`config.mk`:
```
export PLATFORM = sky130hd
export DESIGN_NAME = irq_ctrl
export DESIGN_NICKNAME = d
export VERILOG_FILES = /design/src/rtl/irq_ctrl.sv
export SDC_FILE = /design/constraint.sdc
export NUM_CORES = 1
export LEC_CHECK = 0
export ABC_AREA = 1
export CAP_MARGIN = 20
export CELL_PAD_IN_SITES_DETAIL_PLACEMENT = 1
export CELL_PAD_IN_SITES_GLOBAL_PLACEMENT = 2
export CORE_MARGIN = 2
export CORE_UTILIZATION = 24
export CTS_BUF_LIST = sky130_fd_sc_hd__clkbuf_2 sky130_fd_sc_hd__clkbuf_4 sky130_fd_sc_hd__clkbuf_8
export DETAILED_ROUTE_END_ITERATION = 6
export GPL_TIMING_DRIVEN = 0
export PLACE_DENSITY = 0.81
export SLEW_MARGIN = 10
export SYNTH_ARGS = -nofsm -noshare
export SYNTH_HDL_FRONTEND = slang
export SYNTH_HIERARCHICAL = 1
export SYNTH_SLANG_ARGS = --single-unit
```
`constraint.sdc`:
```
create_clock -name clk -period 1.3 [get_ports clk]
set_input_delay 0.13 -clock clk [delete_from_list [all_inputs] [get_ports clk]]
set_output_delay 0.13 -clock clk [all_outputs]
set_load 0.02 [all_outputs]
```
`src/rtl/irq_ctrl.sv`:
```
// Interrupt controller for the CP0 interrupt[5:0] input: pin sync, edge/level pend,
// masking, single-level in-service tracking. Optional timer on source 5 with IRQ_TIMER_EN.

// One interrupt source: 2-flop sync, edge detect and pending state.
module irq_src (
  input  logic clk,
  input  logic rst,
  input  logic pin,
  input  logic mode,
  input  logic timer_src,
  input  logic tmr_hit,
  input  logic w1c,
  output logic pend
);
  logic s1, s2, s3, rise_q;

  always_ff @(posedge clk or negedge rst) begin
    if (!rst) begin
      s1     <= 1'b0;
      s2     <= 1'b0;
      s3     <= 1'b0;
      rise_q <= 1'b0;
      pend   <= 1'b0;
    end else begin
      s1     <= pin;
      s2     <= s1;
      s3     <= s2;
      // rise strobe is registered so an edge source lands one cycle after a level one
      rise_q <= s2 & ~s3;
      if (timer_src)
        pend <= tmr_hit | (pend & ~w1c);
      else if (mode)
        pend <= rise_q | (pend & ~w1c);
      else
        pend <= s2;
    end
  end
endmodule

module irq_ctrl #(
  parameter int NSRC  = 6,
  parameter int TMR_W = 32
) (
  input  logic            clk,
  input  logic            rst,
  input  logic [NSRC-1:0] irq_pin,
  input  logic            exl,
  input  logic            we,
  input  logic [2:0]      addr,
  input  logic [31:0]     wd,
  output logic [31:0]     rd,
  output logic [NSRC-1:0] interrupt,
  output logic [2:0]      irq_id
);
  localparam logic [0:0] IDLE  = 1'b0;
  localparam logic [0:0] INSRV = 1'b1;

`ifdef IRQ_TIMER_EN
  localparam logic [NSRC-1:0] TSRC = {1'b1, {(NSRC-1){1'b0}}};
`else
  localparam logic [NSRC-1:0] TSRC = '0;
`endif

  logic [NSRC-1:0] mode, mask, pend, act, prio_ok, w1c;
  logic [0:0]      state;
  logic [2:0]      isr_id;
  logic            isr_valid, exl_q, tmr_hit;
  logic            pend_wr, stat_wr;

  assign pend_wr   = we && (addr == 3'd2);
  assign stat_wr   = we && (addr == 3'd3);
  assign w1c       = pend_wr ? wd[NSRC-1:0] : '0;
  assign isr_valid = (state == INSRV);

  for (genvar i = 0; i < NSRC; i++) begin : g_src
    irq_src u_src (
      .clk       (clk),
      .rst       (rst),
      .pin       (irq_pin[i]),
      .mode      (mode[i]),
      .timer_src (TSRC[i]),
      .tmr_hit   (tmr_hit),
      .w1c       (w1c[i]),
      .pend      (pend[i])
    );
    assign prio_ok[i] = ~isr_valid | (3'(i) > isr_id);
  end

  assign act = pend & mask & prio_ok;

  // ascending scan: the highest active index is the last one written
  always_comb begin
    irq_id = 3'd7;
    for (int i = 0; i < NSRC; i++)
      if (act[i]) irq_id = 3'(i);
  end

  always_ff @(posedge clk or negedge rst) begin
    if (!rst) begin
      mode      <= '0;
      mask      <= '0;
      exl_q     <= 1'b0;
      interrupt <= '0;
    end else begin
      if (we && addr == 3'd0) mode <= wd[NSRC-1:0];
      if (we && addr == 3'd1) mask <= wd[NSRC-1:0];
      exl_q     <= exl;
      interrupt <= act;
    end
  end

  // nesting depth 1: an exl rise while in service is ignored
  always_ff @(posedge clk or negedge rst) begin
    if (!rst) begin
      state  <= IDLE;
      isr_id <= 3'd0;
    end else begin
      case (state)
        IDLE: if (exl && !exl_q && irq_id != 3'd7) begin
          state  <= INSRV;
          isr_id <= irq_id;
        end
        INSRV: if (stat_wr || (pend_wr && wd[isr_id])) state <= IDLE;
        default: state <= IDLE;
      endcase
    end
  end

`ifdef IRQ_TIMER_EN
  logic [TMR_W-1:0] count, compare;

  always_ff @(posedge clk or negedge rst) begin
    if (!rst) begin
      count   <= '0;
      compare <= '1;
    end else begin
      if (we && addr == 3'd5) count <= TMR_W'(wd);
      else                    count <= count + TMR_W'(1);
      if (we && addr == 3'd4) compare <= TMR_W'(wd);
    end
  end

  assign tmr_hit = (count == compare);
`else
  assign tmr_hit = 1'b0;
`endif

  always_comb begin
    rd = '0;
    case (addr)
      3'd0: rd = 32'(mode);
      3'd1: rd = 32'(mask);
      3'd2: rd = 32'(pend);
      3'd3: rd = {28'd0, isr_valid, isr_id};
`ifdef IRQ_TIMER_EN
      3'd4: rd = 32'(compare);
      3'd5: rd = 32'(count);
`endif
      default: rd = '0;
    endcase
  end

  logic unused_wd;
  assign unused_wd = &{1'b0, wd[31:NSRC], TMR_W > 0};
endmodule

```
After elaboration in Yosys (flattened, before gate mapping)
Cells that the tools add are included.
{ "op_classes": {"magnitude_cmp": 7, "eq_ne": 4, "mux": 19, "bitwise": 39, "reduce_logical": 11} }
{ "ops": {"columns": ["cell", "n"], "rows": [
  ["6-bit one-hot mux with 4 select lines", 1],
  ["3-bit 2-to-1 mux", 6],
  ["1-bit NOT", 13],
  ["1-bit AND", 12],
  ["6-bit AND", 2],
  ["1-bit OR", 12],
  ["1-bit 2-to-1 mux", 9],
  ["1-bit logical AND", 7],
  ["3-bit by 2-bit equality test with 1-bit output (second input constant)", 2],
  ["1-bit by 3-bit > comparator with 1-bit output (first input constant)", 2],
  ["2-bit by 3-bit > comparator with 1-bit output (first input constant)", 2],
  ["3-bit > comparator (first input constant)", 2],
  ["3-bit by 6-bit < comparator with 1-bit output (second input constant)", 1],
  ["6-bit 2-to-1 mux", 1],
  ["1-bit binary-select mux with 3-bit select", 1],
  ["3-bit by 1-bit equality test with 1-bit output (second input constant)", 1],
  ["3-bit logical NOT", 1],
  ["3-bit != test (second input constant)", 1],
  ["1-bit one-hot mux with 2 select lines", 1],
  ["2-bit AND reduction", 1],
  ["1-bit logical NOT", 1],
  ["1-bit logical OR", 1]
]} }
{ "word_totals": {"register_bits": 53, "inputBits": 45, "output_inout_bits": 41, "word_cells": 116} }

Depth between registers and ports, before layout
{ "depth": {"word_depth": 13, "depth_mapped": 11, "ltp_nobuf": 10} }

Modules after synthesis
Netlist, hierarchy kept.
{ "by_module_without_submodules": {"columns": ["module", "instances", "cells_each", "area_per_inst_um2", "seq_area_each_um2"], "rows": [
  ["irq_ctrl", 1, 200, 1468.9, 575.6],
  ["irq_src", 6, 19, 182.7, 125.1]
]} }

Worst setup path before layout
Ideal clock, no wire load.
{ "synth_path": {"path_type": "flip-flop to flip-flop", "from": "reg state, in the netlist isr_valid", "to": "reg isr_id[2]", "setup_ns": 0.067, "arrival_time_ns": 1.371, "required_time_ns": 1.233, "slack_ns": -0.138, "stages_incl_launch_ff": 9, "path_buffers": 0, "period_less_slack_ns": 1.438, "cell_sequence": "dfrtp_1 nand2_2 nand2_1 nand2_2 nand2_4 nand2_2 o21bai_1 nand3_1 nand2_1"} }
{ "synth_between": {"elab_chain_cells": 12, "word_cells_on_any_way": 17, "cone_classes": "eq/ne (1); mux (6); bitwise (8); reduce/logical (2)"} }
{ "synth_rtl": {"columns": ["item", "line", "text"], "rows": [
  ["from (decl)", "65", "logic [0:0] state;"],
  ["from (signal assigned)", "115", "state <= IDLE;"],
  ["from (signal assigned)", "120", "state <= INSRV;"],
  ["from (signal assigned)", "123", "INSRV: if (stat_wr || (pend_wr && wd[isr_id])) state <= IDLE;"],
  ["1-bit NOT (no source line) (*)", null, null],
  ["1-bit OR", "86", "assign prio_ok[i] = ~isr_valid | (3'(i) > isr_id);"],
  ["6-bit AND (*)", "89", "assign act = pend & mask & prio_ok;"],
  ["3-bit 2-to-1 mux (5 in a row)", "95", "if (act[i]) irq_id = 3'(i);"],
  ["3-bit 2-to-1 mux (*)", "95", null],
  ["named net irq_id[2]", "53", "output logic [2:0] irq_id"],
  ["3-bit != test", "119", "IDLE: if (exl && !exl_q && irq_id != 3'd7) begin"],
  ["1-bit logical AND", "119", null],
  ["2-bit AND reduction (no source line)", null, null],
  ["to (signal assigned)", "121", "isr_id <= irq_id;"],
  ["to (decl)", "66", "logic [2:0] isr_id;"]
]} }
The timed path passes the listed nets; every way through them passes the cells marked *.
A chain may end at the register's enable or synchronous reset.

Final worst setup path
{ "layout_path": {"from": "reg state, in the netlist isr_valid", "to": "out irq_id[2]"} }
{ "layout_between": {"elab_chain_cells": 9, "word_cells_on_any_way": 14, "cone_classes": "mux (6); bitwise (8)"} }
{ "layout_rtl": {"columns": ["item", "line"], "rows": [
  ["1-bit NOT (no source line) (*)", null],
  ["1-bit OR", "86"],
  ["6-bit AND (*)", "89"],
  ["3-bit 2-to-1 mux (5 in a row)", "95"],
  ["3-bit 2-to-1 mux (*)", "95"],
  ["to (decl)", "53"]
]} }
Every way passes the cells marked *; elsewhere a longest branch is shown, timed or not.

==> flow_summary.yaml <==
sta:
  tns_ns: -2.01
  fmax_ghz: 0.616
  fin_skew_ns: 0.0101
  setup_viol: 10
  tightest_slew_ns: 0.536
  rsz0062_at_grt: "true"
  period_share_pct: 125
  fin_ws_ns: -0.323
  finalMaxSlewViolations: 0
  hold_violations: 0
  period_needed_ns: 1.62
  holdWs_ns: 0.241
  relSlewSlack_pct: 64.2
setup_path:
  end_kind: "primary output"
  required_ns: 1.17
  crit_path_start: "isr_valid$_DFF_PN0_"
  r2r_end: "isr_id[1]$_DFFE_PN0P_"
  r2r_cells: 10
  crit_end: "irq_id[2]"
  rr_startpoint: "isr_valid$_DFF_PN0_"
  arrival_ns: 1.49
  crit_path_max_fanout: 6
  rrSetupSlack_ns: -0.19
  critPathKind: "register to primary output"
  start_kind: "register"
power:
  p_int_w: 0.00350
  seq_power_share_pct: 37.7
  switching_share_pct: 37.3
  powerDensity_mw_per_mm2: 1490
  p_switching_w: 0.00208
  comb_power_share_pct: 41.3
  pwr-share-clk_pct: 21.0
  p_leak_nw: 1.94
  peakVddDrop_uv: 752
synth:
  ys_warn_count: 6
  avgSynthCellArea_um2: 8.17
  yosysTopAreaCellShare_pct: 51.7
  synth_area_leaders: "dfrtp_1 52%, nand2_1 13%, buf_4 7.9%"
  yosys.area.top_type: "dfrtp_1"
  synthCells: 314
  yosysSeqAreaShare_pct: 51.7
  yosys.cell_types.count: 21
  ys_seq_elements: 53
  syn-cell-area_mm2: 0.00256
detailed_routing:
  drt_first_pass_iters: 4
  detail_route.wl_per_cell_um: 11.9
  ant_nets: 0
  drcViolationCount: 0
  detail_route.wirelength_um: 6620
  drtIter0Drc: 55
  vias: 2209
  vias_per_cell: 3.97
finish:
  multi_input_area_mm2: 0.00119
  final_util_pct: 36.1
  antenna_cells: 0
  finalInstanceArea_mm2: 0.00374
  nNetsFinal: 465
  area_growth_pct: 46.0
  regArea_mm2: 0.00133
  drive_gt1_share_pct: 31.4
  n_fill_cell: 1262
placement:
  dpl.hpwl_um: 4850
  gp_congestion: 0.780
  numPortBuffers: 34
  dp_slack_ns: -0.844
  dpl-instance-area_mm2: 0.00326
floorplanning:
  start_util_pct: 24.7
  die_y_um: 107
  coreArea_mm2: 0.0104
  rows: 37
  io_pins: 86
  die_w_um: 107
  die_area_mm2: 0.0115
clock_network:
  cts_made_buffers: 5
  cts_tree: "done"
  clk_latency_ns: 0.31
  clock_sinks: 53
  clockBufferDepth: 2
  clk_pin_slew_ns: 0.11
  htreeDepth: 2
  clockRootBuffer: "clkbuf_8"
global_route:
  grt_usage_pct: 12.3
  overflow: 0
  grt_max_degree: 33
  grt_pass1_vias: 2264
  grt_pass1_wl_um: 11100
  antenna_found_initial: 0
run:
  drv_cap: 0
status:
  status: "finished, violations left"
  violations: "negative setup slack"
hold_path:
  hp-class: "input pin to register"
## metal layers
metal	part of all wire [%]	wire length, µm	track usage, %	vias up
met5	0	0	0	-
met2	49	3240	21.4	49
li1	-	-	-	1105
met1	45	3010	15.6	1047
met4	1.3	86	3.39	0
met3	4.3	282	2.42	8
## worst max-delay path, stage by stage, from the launching register on
cell and delay (ns):
dfrtp_2 0.47, nand2_4 0.12, nand2_4 0.11, nand2_4 0.07
nand2_4 0.08, nand2_4 0.06, o21bai_4 0.14, buf_6 0.14
## cell usage after synthesis (all sizes together)
master,n
inv,46
clkbuf,1
nor2,39
o21bai,2
dfrtp,53
o21ai,16
nand3,13
a21oi,7
buf,29
o2111ai,4
nand4,7
conb,1
clkinv,1
nand2,95
## metrics by stage
step	instances	total power, W
2_1_floorplan	357	0.00313
3_3_place_gp	527	0.00365
6_report	557	0.00559
5_1_grt	557	0.00595
3_5_place_dp	528	0.00372
4_1_cts	551	0.00543
## cells by family (layout without fill, tap and decap cells)
kind of cell    count (synthesis)  in the layout  share of synthesized area, %
simple gates                  154            154                          26.1
buf+inv                        77            141                          15.3
flops                          53             53                          51.7
compound gates                 29             29                          6.73
other cells                     1             44                         0.146
## power by group through the flow
| stage | registers (W) | clock network [W] | logic [W] |
|---|---|---|---|
| final | 0.00211 | 0.00118 | 0.00231 |
| after global routing | 0.00214 | 0.00128 | 0.00253 |
| after detailed placement | 0.00212 | 0 | 0.00160 |
| after global placement | 0.00211 | 0 | 0.00154 |
| after CTS | 0.00211 | 0.00121 | 0.00212 |
| after floorplan | 0.00210 | 0 | 0.00103 |
## worst min-delay path by stage
stage	end	start	depth (start not counted)	slack, ns
2_1_floorplan	exl_q$_DFF_PN0_	rst	0	-0.17
4_1_cts	g_src[3].u_src/s1$_DFF_PN0_	irq_pin[3]	1	0.23
3_5_place_dp	interrupt[0]$_DFF_PN0_	rst	1	0.15
5_1_grt	g_src[5].u_src/s1$_DFF_PN0_	irq_pin[5]	1	0.25
3_3_place_gp	g_src[1].u_src/s2$_DFF_PN0_	g_src[1].u_src/s1$_DFF_PN0_	0	0.33
6_report	g_src[3].u_src/s1$_DFF_PN0_	irq_pin[3]	1	0.24
## what timing repair did
| action | in CTS | in global routing |
|---|---|---|
| hold endpoints to repair | 21 | 0 |
| gates resized for setup | 100 | 21 |
| setup endpoints to repair | 36 | 25 |
| hold buffers | 1 | 0 |
| pin swaps | 18 | 7 |
| buffers inserted | 14 | 6 |
## state kept, by name, summed over array words and instances, names as in the netlist
register,cells
g_src.u_src/pend,6
g_src.u_src/rise_q,6
g_src.u_src/s1,6
g_src.u_src/s2,6
g_src.u_src/s3,6
interrupt,6
mask,6
mode,6
isr_id,3
exl_q,1
isr_valid,1
## final cells by class
class                   count  share of cell area [%]
inverters                  47                    5.11
clock inverters             2                    1.04
repair buffers             56                    14.1
plain buffers              30                    5.88
clock buffers               6                    2.04
well taps                 136                    4.54
multi-input cells         227                    31.8
flip-flops and latches     53                    35.5
## placed cells by master (no fill, tap or decap), types with 2 or more instances in the layout
cell type and instances:
nand2_1 78, dfrtp_1 50, conb_1 44, buf_4 43, inv_1 38, nor2_1 20, nor2_2 18, o21ai_0 16
clkdlybuf4s50_1 15, buf_6 13, nand2_2 10, nand4_1 7, nand3_1 7, nand2_4 7, dlygate4sd2_1 7, nand3_2 6
inv_2 5, clkbuf_8 5, a21oi_1 4, buf_2 3, dfrtp_2 3, clkinv_4 2, inv_4 2, o21bai_4 2
a21oi_2 2, o2111ai_2 2, o2111ai_4 2
Power figures use the tool's default switching activity.
